--- src/rtl/ifid_pkg.sv ---
// Shared types and constants for the fetch-to-decode instruction queue.
package ifid_pkg;

    localparam logic [31:0] NOP_INSTR = 32'h0000_0013;

    typedef struct packed {
        logic [31:0] pc;
        logic [31:0] instr;
    } fetch_pkt_t;

endpackage

--- src/rtl/instr_fifo.sv ---
// Circular buffer of fetch packets with a separate occupancy counter and a
// synchronous clear that wins over push and pop.
module instr_fifo
    import ifid_pkg::*;
#(
    parameter int  DEPTH = 4,
    localparam int PW    = $clog2(DEPTH),
    localparam int CW    = $clog2(DEPTH + 1)
) (
    input  logic          clk,
    input  logic          rst_n,
    input  logic          clear,
    input  logic          push,
    input  fetch_pkt_t    push_data,
    input  logic          pop,
    output fetch_pkt_t    head,
    output logic [CW-1:0] count
);

    fetch_pkt_t    mem [DEPTH];
    logic [PW-1:0] wr_ptr;
    logic [PW-1:0] rd_ptr;

    // NOTE: the storage array is deliberately left out of reset; count gates
    // every read, so stale words are never observed and the array maps to RAM.
    always_ff @(posedge clk) begin
        if (push && !clear) begin
            mem[wr_ptr] <= push_data;
        end
    end

    // NOTE: all sequential state uses non-blocking assignments so every
    // register samples pre-edge values regardless of statement order.
    always_ff @(posedge clk or negedge rst_n) begin
        if (!rst_n) begin
            wr_ptr <= '0;
            rd_ptr <= '0;
            count  <= '0;
        end else if (clear) begin
            wr_ptr <= '0;
            rd_ptr <= '0;
            count  <= '0;
        end else begin
            if (push) begin
                wr_ptr <= wr_ptr + PW'(1);
            end
            if (pop) begin
                rd_ptr <= rd_ptr + PW'(1);
            end
            case ({push, pop})
                2'b10:   count <= count + CW'(1);
                2'b01:   count <= count - CW'(1);
                default: count <= count;
            endcase
        end
    end

    assign head = mem[rd_ptr];

endmodule

--- src/rtl/ifid_queue.sv ---
// Fetch/decode instruction queue: pairs each issued PC with the memory word
// returned a cycle later, buffers the pairs, and applies back-pressure and flush.
module ifid_queue #(
    parameter int          DEPTH     = 4,
    parameter logic [31:0] NOP_INSTR = ifid_pkg::NOP_INSTR,
    localparam int         CW        = $clog2(DEPTH + 1)
) (
    input  logic          clk,
    input  logic          rst_n,
    input  logic          fetch_req,
    input  logic [31:0]   pc_in,
    input  logic [31:0]   instr_in,
    input  logic          flush,
    output logic          stall_fetch,
    output logic          id_valid,
    input  logic          id_ready,
    output logic [31:0]   id_pc,
    output logic [31:0]   id_instr,
    output logic [CW-1:0] count
);

    logic                 pend_v;
    logic [31:0]          pend_pc;
    logic                 accept;
    logic                 push;
    logic                 pop;
    logic [CW:0]          occupancy;
    ifid_pkg::fetch_pkt_t pend_pkt;
    ifid_pkg::fetch_pkt_t head;

    // The in-flight request is counted but a same-cycle pop is not, so a
    // returning word always finds a free slot.
    assign occupancy   = {1'b0, count} + {{CW{1'b0}}, pend_v};
    assign stall_fetch = occupancy >= (CW + 1)'(DEPTH);

    assign accept = fetch_req && !stall_fetch && !flush;
    assign push   = pend_v && !flush;
    assign pop    = id_valid && id_ready && !flush;

    always_ff @(posedge clk or negedge rst_n) begin
        if (!rst_n) begin
            pend_v  <= 1'b0;
            pend_pc <= '0;
        end else begin
            pend_v <= accept;
            if (accept) begin
                pend_pc <= pc_in;
            end
        end
    end

    assign pend_pkt = '{pc: pend_pc, instr: instr_in};

    instr_fifo #(
        .DEPTH (DEPTH)
    ) u_fifo (
        .clk       (clk),
        .rst_n     (rst_n),
        .clear     (flush),
        .push      (push),
        .push_data (pend_pkt),
        .pop       (pop),
        .head      (head),
        .count     (count)
    );

    assign id_valid = (count != '0);
    assign id_pc    = id_valid ? head.pc    : '0;
    assign id_instr = id_valid ? head.instr : NOP_INSTR;

endmodule

--- config.mk ---
export PLATFORM = sky130hd
export DESIGN_NAME = ifid_queue
export DESIGN_NICKNAME = d
export VERILOG_FILES = /design/src/rtl/ifid_pkg.sv /design/src/rtl/instr_fifo.sv /design/src/rtl/ifid_queue.sv
export SDC_FILE = /design/constraint.sdc
export NUM_CORES = 1
export LEC_CHECK = 0
export CELL_PAD_IN_SITES_DETAIL_PLACEMENT = 1
export CELL_PAD_IN_SITES_GLOBAL_PLACEMENT = 1
export CORE_MARGIN = 4
export CORE_UTILIZATION = 52
export DETAILED_ROUTE_END_ITERATION = 16
export PLACE_DENSITY_LB_ADDON = 0.1
export REMOVE_ABC_BUFFERS = 1
export SLEW_MARGIN = 20
export SYNTH_ARGS = -nofsm -noshare
export SYNTH_HDL_FRONTEND = slang
export SYNTH_HIERARCHICAL = 1
export SYNTH_SLANG_ARGS = --single-unit
--- constraint.sdc ---
create_clock -name clk -period 7.45 [get_ports clk]
set_input_delay 1.1175 -clock clk [delete_from_list [all_inputs] [get_ports clk]]
set_output_delay 1.1175 -clock clk [all_outputs]
set_load 0.005 [all_outputs]
# Word-level counts from Yosys, hierarchy flattened

Memories as Yosys holds them, arrays and structs flattened.
Index checks and enable logic that the tools add are counted.

Input port bits: 69
Word-level logic and storage cells: 36
Memories kept: 1
Memory bits (writable): 256
Output and inout bits: 69
Flip-flop bits (word level): 40

Memory list:

| memory     | depth | width | read ports | clocked after memory_dff | write ports | RTL line         | RTL |
|---|---|---|---|---|---|---|---|
| u_fifo.mem | 4     | 64    | 1          | 0                        | 1           | instr_fifo.sv:20 | `fetch_pkt_t mem [DEPTH];` |

Equal/unequal tests: 2
Mux-type cells: 10
$add $sub $neg: 5
Reductions and logical operators: 12
Magnitude comparators: 1

Operators with widths:

| cell                                                                                 | count |
|---|---|
| 32-bit two-way mux                                                                   | 2 |
| 2-bit two-way mux                                                                    | 4 |
| 1-bit logical AND                                                                    | 6 |
| 3-bit one-hot mux with 2 select lines                                                | 1 |
| 3-bit nonzero test                                                                   | 2 |
| 2-bit by 1-bit adder with 2-bit output (second input constant)                       | 2 |
| 3-bit by 1-bit adder with 4-bit output                                               | 1 |
| 4-bit by 3-bit greater-or-equal comparator with 1-bit output (second input constant) | 1 |
| 2-bit nonzero test                                                                   | 2 |
| 3-bit by 1-bit adder with 3-bit output (second input constant)                       | 1 |
| 3-bit two-way mux                                                                    | 1 |
| 3-bit by 1-bit subtractor with 3-bit output (second input constant)                  | 1 |
| 2-bit by 1-bit == test with 1-bit output (second input constant)                     | 1 |
| 2-bit == test (second input constant)                                                | 1 |
| 1-bit zero test                                                                      | 2 |
| 1-bit two-way mux                                                                    | 2 |

# Longest topological paths before layout

Gate-level depths: netlist of the first run.

Depth in word-level cells: 6
Gate-level depth with buffers: 8
Mapped depth without buffers: 7

# Hierarchy

The synthesis of the first run kept the hierarchy.

By module, submodules not included:

| module     | seq. area each (µm²) | area an instance (µm²) | instances | cells each |
|---|---|---|---|---|
| instr_fifo | 7862.5               | 9656.8                 | 1         | 375 |
| ifid_queue | 825.8                | 1835.5                 | 1         | 146 |

# Worst setup path after synthesis of the first run

OpenSTA, ideal clock, no wires.

Kind: input to register
From: input port flush
To: memory u_fifo/mem[0][0] (netlist name), enable pin
Required time: 7.021 ns
Buffers on the path: 1
Path slack: 3.916 ns
Arrival time: 3.105 ns
Stages on the path: 4
Path through: nor2b_1 buf_2 nor2b_1 and2_1

Cells in the longest elaborated chain, start to end: 5

RTL lines:

| item                                        | RTL line                           | RTL |
|---|---|---|
| start: declaration                          | ifid_queue.sv:13                   | `input logic flush,` |
| 1-bit zero test (*)                         | instr_fifo.sv:27, ifid_queue.sv:37 |  |
| 1-bit logical AND                           | ifid_queue.sv:37                   | `assign push = pend_v && !flush;` |
| 1-bit logical AND (*)                       | instr_fifo.sv:27                   | `if (push && !clear) begin` |
| 1-bit two-way mux (*)                       | instr_fifo.sv:27                   |  |
| 1-bit two-way mux (not written as such) (*) | instr_fifo.sv:28                   | `mem[wr_ptr] <= push_data;` |
| end: declaration                            | instr_fifo.sv:20                   |  |

Every way passes the cells marked *; elsewhere a longest branch is shown, timed or not.

==> key figures, run 1 <==
Clock tree
  – Count of hold buffers inserted by post-cts repair: 0
  – Clock Tree Buf Depth: 3
  – Worst-skew pair later-pin latency: 0.54 ns
  – CTS resizes: 0
  – Clock Sinks: 296
  – Clock root buffer: clkbuf_16
  – CTS tree: done
  – Num CTS Buffers: 30
  – Post-CTS Setup Bufs: 0
  – Htree depth: 1
  – Clk slew on worst S/H paths: 0.06 ns

Cells and area
  – Fin nets: 741
  – Share of cells above drive strength 1: 0.230
  – Final Non-Filler Cells: 971
  – Fin area: 0.0141 mm2
  – Number of diodes: 0
  – Fill count: 1768
  – Layout Utilization: 0.648
  – Area growth, synth to finish: 22.7%

Placement
  – Placed cells: 915
  – IO Port Bufs: 137
  – Setup WS pre-CTS: 3.38 ns
  – RePlAce Congestion: 0.715
  – DP Area: 0.0130 mm2
  – Post-DP HPWL: 12500 um

Yosys
  – Share of the synthesized area in the top cell type: 0.669
  – Most area-consuming cells after synthesis: edfxtp_1, mux4_2, dfrtp_1, mux2_4, and2_1
  – Cell variety after synth: 28
  – Top cell type by total area after synthesis: edfxtp_1
  – Mean Syn Cell Area: 22.1 um2
  – Synth Cell Area: 0.0115 mm2
  – Sequential area share after synthesis: 0.756
  – Yosys warning count: 6
  – Synthesized flop and latch total: 296
  – Synth Instances: 521

Critical path
  – CP endpoint kind: output port
  – CP startpoint kind: register
  – FF-to-FF Start: u_fifo/count[1]
  – CP arrival: 3.35 ns
  – WP data required: 6.33 ns
  – Crit path kind: register to output port
  – Crit path max fanout: 37
  – Critical path origin: u_fifo/rd_ptr[0]

Hold path
  – Worst hold path type: register to register
  – Hold path startpoint: pend_pc[17]

Drt
  – Vias per std cell: 5.47
  – WL per Instance: 23.3 um
  – Post-Route WL: 22600 um
  – Drt first pass iters: 5
  – Routed vias: 5316
  – Drc violations: 0
  – Routed Antenna Nets: 0
  – Drt initial violations: 357

Global routing
  – Vias in the first global route: 6056
  – Largest net degree at the start of global routing: 66
  – Gr usage total: 0.191
  – First-pass GRT wire length: 35600 um
  – GRT Residual Overflow: 0
  – Initial antenna violation count: 0

Floorplanning
  – Boundary pin count: 138
  – Core ar.: 0.0218 mm2
  – Die Span X: 157 um
  – Die extent in y: 157 um
  – Die area: 0.0245 mm2
  – Row count: 54
  – Starting density of the core: 0.528

STA
  – Hold Vio Cnt, Final: 0
  – Minimum clock period: 4.46 ns
  – Worst hold slack: 0.518 ns
  – Clock Skew: 0.00568 ns
  – Sum Neg Setup Slack: 0 ns
  – Peak Freq: 0.224 GHz
  – Ratio of final minimum period to clock period: 0.599
  – Final setup viols: 0
  – Rel. slew slack: 0.307
  – RSZ-0062 raised after global routing: no
  – Slew Limit Fails: 0
  – Final worst setup slack: 2.99 ns
  – Worst Max-Slew Pin Slew: 1.04 ns

Run status
  – Status: finished, final reports clean

Power and ir drop
  – Leak: 4.75 nW
  – Pwr/cell area: 270 mW/mm2
  – Worst IR Drop VDD: 0.216 mV
  – Final Power: 3.80 mW

Run
  – Total of max-cap violations: 0
[per-layer routing]
layer  vias to the layer above  track usage  wire length, um  share of wire
li1                       2357            -                -              -
met1                      2761        0.262             9390           0.42
met2                       165        0.326            11500           0.51
met3                        33       0.0315             1350          0.060
met4                         0       0.0421              370          0.016
met5                         -            0                0              0
[cells by family (layout without fill, tap and decap cells)]
kind of cell / Yosys count / count (layout) / share of synthesized area
flip-flops: 296 / 296 / 0.756
adder cells (fa/ha/maj): 5 / 5 / 0.00610
multiplexers: 98 / 98 / 0.168
XOR/XNOR: 5 / 5 / 0.00381
AO/OA/AOI/OAI: 2 / 2 / 0.00120
AND/OR/NAND/NOR: 85 / 85 / 0.0455
buffers and inverters: 30 / 200 / 0.0194
[flip-flops by register name (all words and copies together) (netlist names)]
signal,flops
u_fifo/mem,256
pend_v,1
pend_pc,32
u_fifo/rd_ptr,2
u_fifo/count,3
u_fifo/wr_ptr,2
[path summary, 6_finish.rpt]
check	endpoint	slack, ns	cells after the start
worst max register to register	u_fifo/count[2]	4.25	8
worst max-delay path	id_pc[6]	2.99	4
worst min-delay path	u_fifo/mem[0][49]	0.52	0
max in group asynchronous	u_fifo/rd_ptr[1]	6.33	2
min in group asynchronous	pend_pc[26]	0.66	2
worst min register to register	u_fifo/mem[0][49]	0.52	0
[final cells by class]
cell class / instances / area, um2 / share of cell area
Sequential cell: 296 / 8700 / 0.617
Inverter: 3 / 11.3 / 0.000799
Clock inverter: 16 / 180 / 0.0128
Clock buffer: 40 / 870 / 0.0617
Tap cell: 280 / 350 / 0.0249
Timing Repair Buffer: 141 / 1400 / 0.0991
Multi-Input combinational cell: 195 / 2590 / 0.184
[cells in the mapped netlist]
cell type    n
and3b_1      2
xnor2_1      3
nor2b_1      3
edfxtp_1   256
nor3b_1      2
and2_1      65
nand2_1      1
buf_12       3
inv_1        3
or3b_1       1
o21ai_0      1
buf_2        7
or3_1        1
buf_6        6
mux2_2       3
mux2i_1      2
fa_1         1
mux2_4      29
nor3_1       1
dfrtp_1     40
a31o_1       1
buf_4        2
nand2b_1     3
xor2_1       2
clkbuf_1     9
ha_1         4
mux4_2      64
nor2_1       6
[report_power, final]
part / internal (mW) / total (mW) / switching [mW]
logic: 0.204 / 0.325 / 0.121
clock network: 0.954 / 1.55 / 0.600
registers: 1.88 / 1.93 / 0.0504
total: 3.03 / 3.80 / 0.771
[cells in the final DEF, fill, tap and decap left out, types with 4 or more instances in the layout]
| cell type | instances |
|---|---|
| edfxtp_1 | 256 |
| bufinv_16 | 4 |
| and2_1 | 61 |
| clkbuf_16 | 31 |
| and2_4 | 4 |
| mux4_2 | 64 |
| mux2_4 | 29 |
| dfrtp_1 | 38 |
| clkinv_2 | 8 |
| nor2_1 | 6 |
| ha_1 | 4 |
| clkdlybuf4s50_1 | 136 |
| buf_4 | 4 |
| clkbuf_8 | 6 |
[critical path: stages, from the launching register on]
cell	delay, ns
dfrtp_4	0.83
buf_4	0.73
mux4_2	0.62
and2_1	0.17
clkdlybuf4s50_1	0.45
No activity file was read; power rests on OpenSTA's default activity.
==> run 2: changes to the inputs <==
--- a/config.mk
+++ b/config.mk
@@ -8,7 +8,7 @@
 export CELL_PAD_IN_SITES_DETAIL_PLACEMENT = 1
 export CELL_PAD_IN_SITES_GLOBAL_PLACEMENT = 1
 export CORE_MARGIN = 4
-export CORE_UTILIZATION = 52
+export CORE_UTILIZATION = 48
 export DETAILED_ROUTE_END_ITERATION = 16
 export PLACE_DENSITY_LB_ADDON = 0.1
 export REMOVE_ABC_BUFFERS = 1
==> constraint.sdc (replaced) <==
create_clock -name clk -period 4.5 [get_ports clk]
set_input_delay 0.675 -clock clk [delete_from_list [all_inputs] [get_ports clk]]
set_output_delay 0.675 -clock clk [all_outputs]
set_load 0.005 [all_outputs]
==> run 2 against run 1 <==
Net effect: total power is 59% higher; critical endpoint is now id_pc[27]; combinational power is 66% higher; highest routed layer unchanged; routed wire length is 2.5% lower.
==> key figures, run 2 (synthesis gave the netlist of run 1 again) <==
Clock tree
  – CTS tree: done
  – Num CTS Buffers: 30
  – Clk slew on worst S/H paths: 0.06 ns
  – Post-CTS Setup Bufs: 0
  – Count of hold buffers inserted by post-cts repair: 0
  – Worst-skew pair later-pin latency: 0.55 ns
  – Clock Tree Buf Depth: 3
  – CTS resizes: 0
  – Clock root buffer: clkbuf_16
  – Clock Sinks: 296
  – Htree depth: 1

Power and ir drop
  – Leak: 4.71 nW
  – Seq pwr share: 0.526
  – Pwr/cell area: 431 mW/mm2
  – Net Sw Power: 1.24 mW
  – Sw frac: 0.205
  – Internal: 4.82 mW
  – Worst IR Drop VDD: 0.234 mV
  – Clock share of power: 0.385
  – Final Power: 6.06 mW
  – Gate power share: 0.089

STA
  – Hold Vio Cnt, Final: 0
  – Final setup viols: 0
  – Peak Freq: 0.287 GHz
  – Minimum clock period: 3.49 ns
  – Sum Neg Setup Slack: 0 ns
  – Ratio of final minimum period to clock period: 0.776
  – Rel. slew slack: 0.316
  – Final worst setup slack: 1.01 ns
  – Clock Skew: 0.0117 ns
  – Worst Max-Slew Pin Slew: 1.03 ns
  – RSZ-0062 raised after global routing: no
  – Slew Limit Fails: 0

Drt
  – Routed length on met3: 1160 um
  – DRT met1 WL: 9560 um
  – Routed vias: 5322
  – Drt initial violations: 335
  – Drc violations: 0
  – Top sig layer: met4
  – Routed Antenna Nets: 0
  – Post-Route WL: 22000 um
  – Vias per std cell: 5.26
  – WL per Instance: 21.8 um
  – Met2 wire len: 11000 um
  – Drt first pass iters: 4

Cells and area
  – Largest Register: u_fifo/mem
  – Number of diodes: 0
  – Number of flip-flops in the largest register: 256
  – Most frequent cells in the layout: edfxtp_1, clkdlybuf4s50_1, mux4_2, and2_1, dfrtp_1
  – Most common cell after layout, fill and taps aside: edfxtp_1
  – Top flop regs: u_fifo/mem: 256 flops, pend_pc: 32 flops, u_fifo/count: 3 flops
  – Share of cells above drive strength 1: 0.224
  – Fin nets: 743
  – Area growth, synth to finish: 22.4%
  – Fill count: 2029

Placement
  – IO Port Bufs: 137
  – Setup WS pre-CTS: 1.05 ns
  – Post-DP HPWL: 13200 um
  – RePlAce Congestion: 0.690

Hold path
  – Worst hold path type: input pin to asynchronous set/reset pin

Global routing
  – GRT Residual Overflow: 0
  – First-pass GRT wire length: 35100 um
  – Initial antenna violation count: 0
  – Largest net degree at the start of global routing: 66
  – Vias in the first global route: 6041
  – Gr usage total: 0.171

Critical path
  – CP startpoint kind: register
  – Crit path kind: register to output port
  – Critical path origin: u_fifo/rd_ptr[0]
  – Crit path max fanout: 53
  – Critical Path End: id_pc[27]
  – CP endpoint kind: output port
  – FF-to-FF setup slack: 1.77 ns
  – Worst R2R Path Depth: 7
  – CP arrival: 2.81 ns
  – Crit-path cells: buf_12, mux4_2, and2_1, clkdlybuf4s50_1
  – WP data required: 3.83 ns
  – Worst path max stage delay: 0.62 ns
  – Worst reg2reg endpoint: u_fifo/count[2]
  – CP max stage cell: dfrtp_4
  – FF-to-FF Start: u_fifo/count[1]

Floorplanning
  – Boundary pin count: 138
  – Starting density of the core: 0.488
  – Die area: 0.0265 mm2
  – Die Span X: 163 um
  – Row count: 56
  – Die extent in y: 163 um
  – Core ar.: 0.0235 mm2

Run
  – Total of max-cap violations: 0

Run status
  – Status: finished, final reports clean
-- run 2: metal layers --
layer,track usage,vias to the layer above
met4,0.0400,0
met5,0,-
met1,0.243,2774
met2,0.283,145
met3,0.0296,35
li1,-,2368
-- run 2: how the worst min path moves through the flow --
stage | start | endpoint | slack (ns)
2_1_floorplan | rst_n | pend_pc[0] | 0.38
3_3_place_gp | pend_pc[13] | u_fifo/mem[0][45] | 0.49
5_1_grt | rst_n | pend_pc[0] | 0.25
3_5_place_dp | pend_pc[23] | u_fifo/mem[0][55] | 0.52
4_1_cts | rst_n | pend_pc[0] | 0.21
6_report | rst_n | pend_pc[0] | 0.21
-- run 2: power by group through the flow --
stage               registers, mW  logic (mW)  clock network (mW)
finish                       3.19       0.538                2.33
global route                 3.21       0.583                2.53
CTS                          3.19       0.554                2.40
detailed placement           3.25       0.550                   0
global placement             3.24       0.539                   0
floorplan                    3.23       0.247                   0
-- run 2: per-stage QoR --
stage / utilization / hold WS (ns) / area (um2) / instances
after floorplan: - / 0.379 / 11300 / 494
after global placement: 0.557 / 0.494 / 13100 / 956
after detailed placement: 0.557 / 0.515 / 13100 / 956
after CTS: 0.598 / 0.207 / 14100 / 1012
after global routing: 0.598 / 0.252 / 14100 / 1012
final: 0.598 / 0.208 / 14100 / 1012
-- run 2: layout make-up --
type | count | area [um2] | area share
Multi-Input combinational cell | 195 | 2590 | 0.184
Inverter | 3 | 11.3 | 0.000800
Tap cell | 319 | 399 | 0.0284
Clock inverter | 7 | 33.8 | 0.00240
Clock buffer | 49 | 913 | 0.0649
Sequential cell | 296 | 8700 | 0.618
Timing Repair Buffer | 143 | 1420 | 0.101
-- run 2: worst max-delay path: cells and delay by family (launching register included) --
kind / cells / cell delay [ns]
simple gates: 1 / 0.19
mux: 1 / 0.56
flops: 1 / 0.62
buf+inv: 2 / 0.87
==> run 3: changes to the inputs <==
==> constraint.sdc (replaced) <==
create_clock -name clk -period 3.6 [get_ports clk]
set_input_delay 0.54 -clock clk [delete_from_list [all_inputs] [get_ports clk]]
set_output_delay 0.54 -clock clk [all_outputs]
set_load 0.005 [all_outputs]
==> run 3 against run 2 <==
Net effect: critical path depth did not move; clock power rose by 35%; non-clock buffer count rose by 12; total power rose by 29%; utilization rose by 1.3 points.
==> key figures, run 3 (synthesis gave the netlist of run 1 again) <==
Run status
  – Status: finished, final reports clean

STA
  – Slew Limit Fails: 0
  – Final setup viols: 0
  – Minimum clock period: 3.38 ns
  – Ratio of final minimum period to clock period: 0.939
  – RSZ-0062 raised after global routing: no
  – Clock Skew: 0.0129 ns
  – Rel. slew slack: 0.525
  – Worst Max-Slew Pin Slew: 0.712 ns
  – Peak Freq: 0.296 GHz
  – Hold Vio Cnt, Final: 0
  – Sum Neg Setup Slack: 0 ns

Clock tree
  – Count of hold buffers inserted by post-cts repair: 0
  – Htree depth: 1
  – Post-CTS Setup Bufs: 0
  – Worst-skew pair later-pin latency: 0.54 ns
  – Num CTS Buffers: 30
  – Clock root buffer: clkbuf_16
  – CTS resizes: 0
  – Clock Sinks: 296
  – Clk slew on worst S/H paths: 0.06 ns
  – Clock Tree Buf Depth: 3
  – CTS tree: done

Cells and area
  – Most frequent cells in the layout: edfxtp_1, clkdlybuf4s50_1, mux4_2, and2_1, dfrtp_1
  – Final Non-Filler Cells: 1024
  – Number of flip-flops in the largest register: 256
  – Number of diodes: 0
  – Area growth, synth to finish: 25.1%
  – Top flop regs: u_fifo/mem: 256 flops, pend_pc: 32 flops, u_fifo/count: 3 flops
  – Fin nets: 755
  – Share of cells above drive strength 1: 0.243
  – Most common cell after layout, fill and taps aside: edfxtp_1
  – Fin area: 0.0144 mm2
  – Largest Register: u_fifo/mem

Placement
  – IO Port Bufs: 137
  – Placed cells: 968
  – DP Area: 0.0134 mm2
  – Post-DP HPWL: 14200 um
  – RePlAce Congestion: 0.737

Drt
  – Drt initial violations: 312
  – WL per Instance: 22.6 um
  – Vias per std cell: 5.32
  – Routed Antenna Nets: 0
  – Drc violations: 0
  – Post-Route WL: 23200 um
  – Drt first pass iters: 4
  – Routed vias: 5445

Critical path
  – WP data required: 3.06 ns
  – CP endpoint kind: output port
  – CP startpoint kind: register
  – Crit path kind: register to output port
  – Crit path max fanout: 40
  – CP arrival: 2.84 ns

Floorplanning
  – Starting density of the core: 0.488
  – Die extent in y: 163 um
  – Boundary pin count: 138
  – Die area: 0.0265 mm2
  – Core ar.: 0.0235 mm2
  – Row count: 56
  – Die Span X: 163 um

Global routing
  – Vias in the first global route: 6132
  – First-pass GRT wire length: 36400 um
  – Initial antenna violation count: 0
  – Largest net degree at the start of global routing: 41
  – GRT Residual Overflow: 0
  – Gr usage total: 0.179

Power and ir drop
  – Leak: 4.85 nW
  – Pwr/cell area: 544 mW/mm2
  – Final Power: 7.82 mW
  – Worst IR Drop VDD: 0.387 mV

Hold path
  – Worst hold path type: input pin to asynchronous set/reset pin

Run
  – Total of max-cap violations: 0
[run 3: cell types whose count changed in the layout (fill, tap and decap cells not counted), sizes merged]
cell	delta
bufinv	+3
buf	+12
clkbuf	-4
clkinv	+1
[run 3: cell type report]
| cell class | instances | area, um2 |
|---|---|---|
| fill | 1984 | 9170 |
| tap | 319 | 399 |
| inverter | 3 | 11.3 |
| clock buffer | 45 | 898 |
| sequential | 296 | 8700 |
| timing repair buffer | 155 | 1650 |
| clock inverter | 11 | 129 |
| multi-input combinational | 195 | 2590 |
[run 3: path summary, 6_finish.rpt]
check                               endpoint  slack, ns  depth (start not counted)            start
setup reg to reg             u_fifo/count[2]       0.80                          7  u_fifo/count[1]
hold reg to reg            u_fifo/mem[3][63]       0.51                          0      pend_pc[31]
max in group asynchronous   u_fifo/wr_ptr[0]       2.81                          2            rst_n
setup / recovery                 id_instr[7]       0.22                          4  u_fifo/count[1]
hold / removal                    pend_pc[8]       0.05                          1            rst_n
min in group clk           u_fifo/mem[3][63]       0.51                          0      pend_pc[31]
[run 3: per-stage QoR]
| step | hold WS (ns) | setup slack [ns] | utilization |
|---|---|---|---|
| finish | 0.0464 | 0.221 | 0.611 |
| global route | 0.0807 | 0.0617 | 0.611 |
| CTS | 0.0691 | 0.147 | 0.611 |
| detailed placement | 0.504 | 0.733 | 0.567 |
| global placement | 0.488 | 0.765 | 0.567 |
| floorplan | 0.244 | -0.344 | - |
[run 3: power breakdown]
group	leakage (nW)	switching (mW)	internal (mW)
clock network	0.512	1.22	1.93
logic	1.55	0.259	0.433
registers	2.79	0.103	3.88
[run 3: metal layers]
metal | up-vias | global-route usage | routed length, um
li1 | 2386 | - | -
met1 | 2870 | 0.249 | 9810
met2 | 158 | 0.306 | 11700
met3 | 31 | 0.0299 | 1290
met4 | 0 | 0.0374 | 347
met5 | - | 0 | 0
[run 3: worst max-delay path, cell delays in order, from the launching register on]
cell and delay [ns]:
dfrtp_1 0.43, or3_2 0.76, buf_4 0.37, and2_1 0.23
clkdlybuf4s50_1 0.47
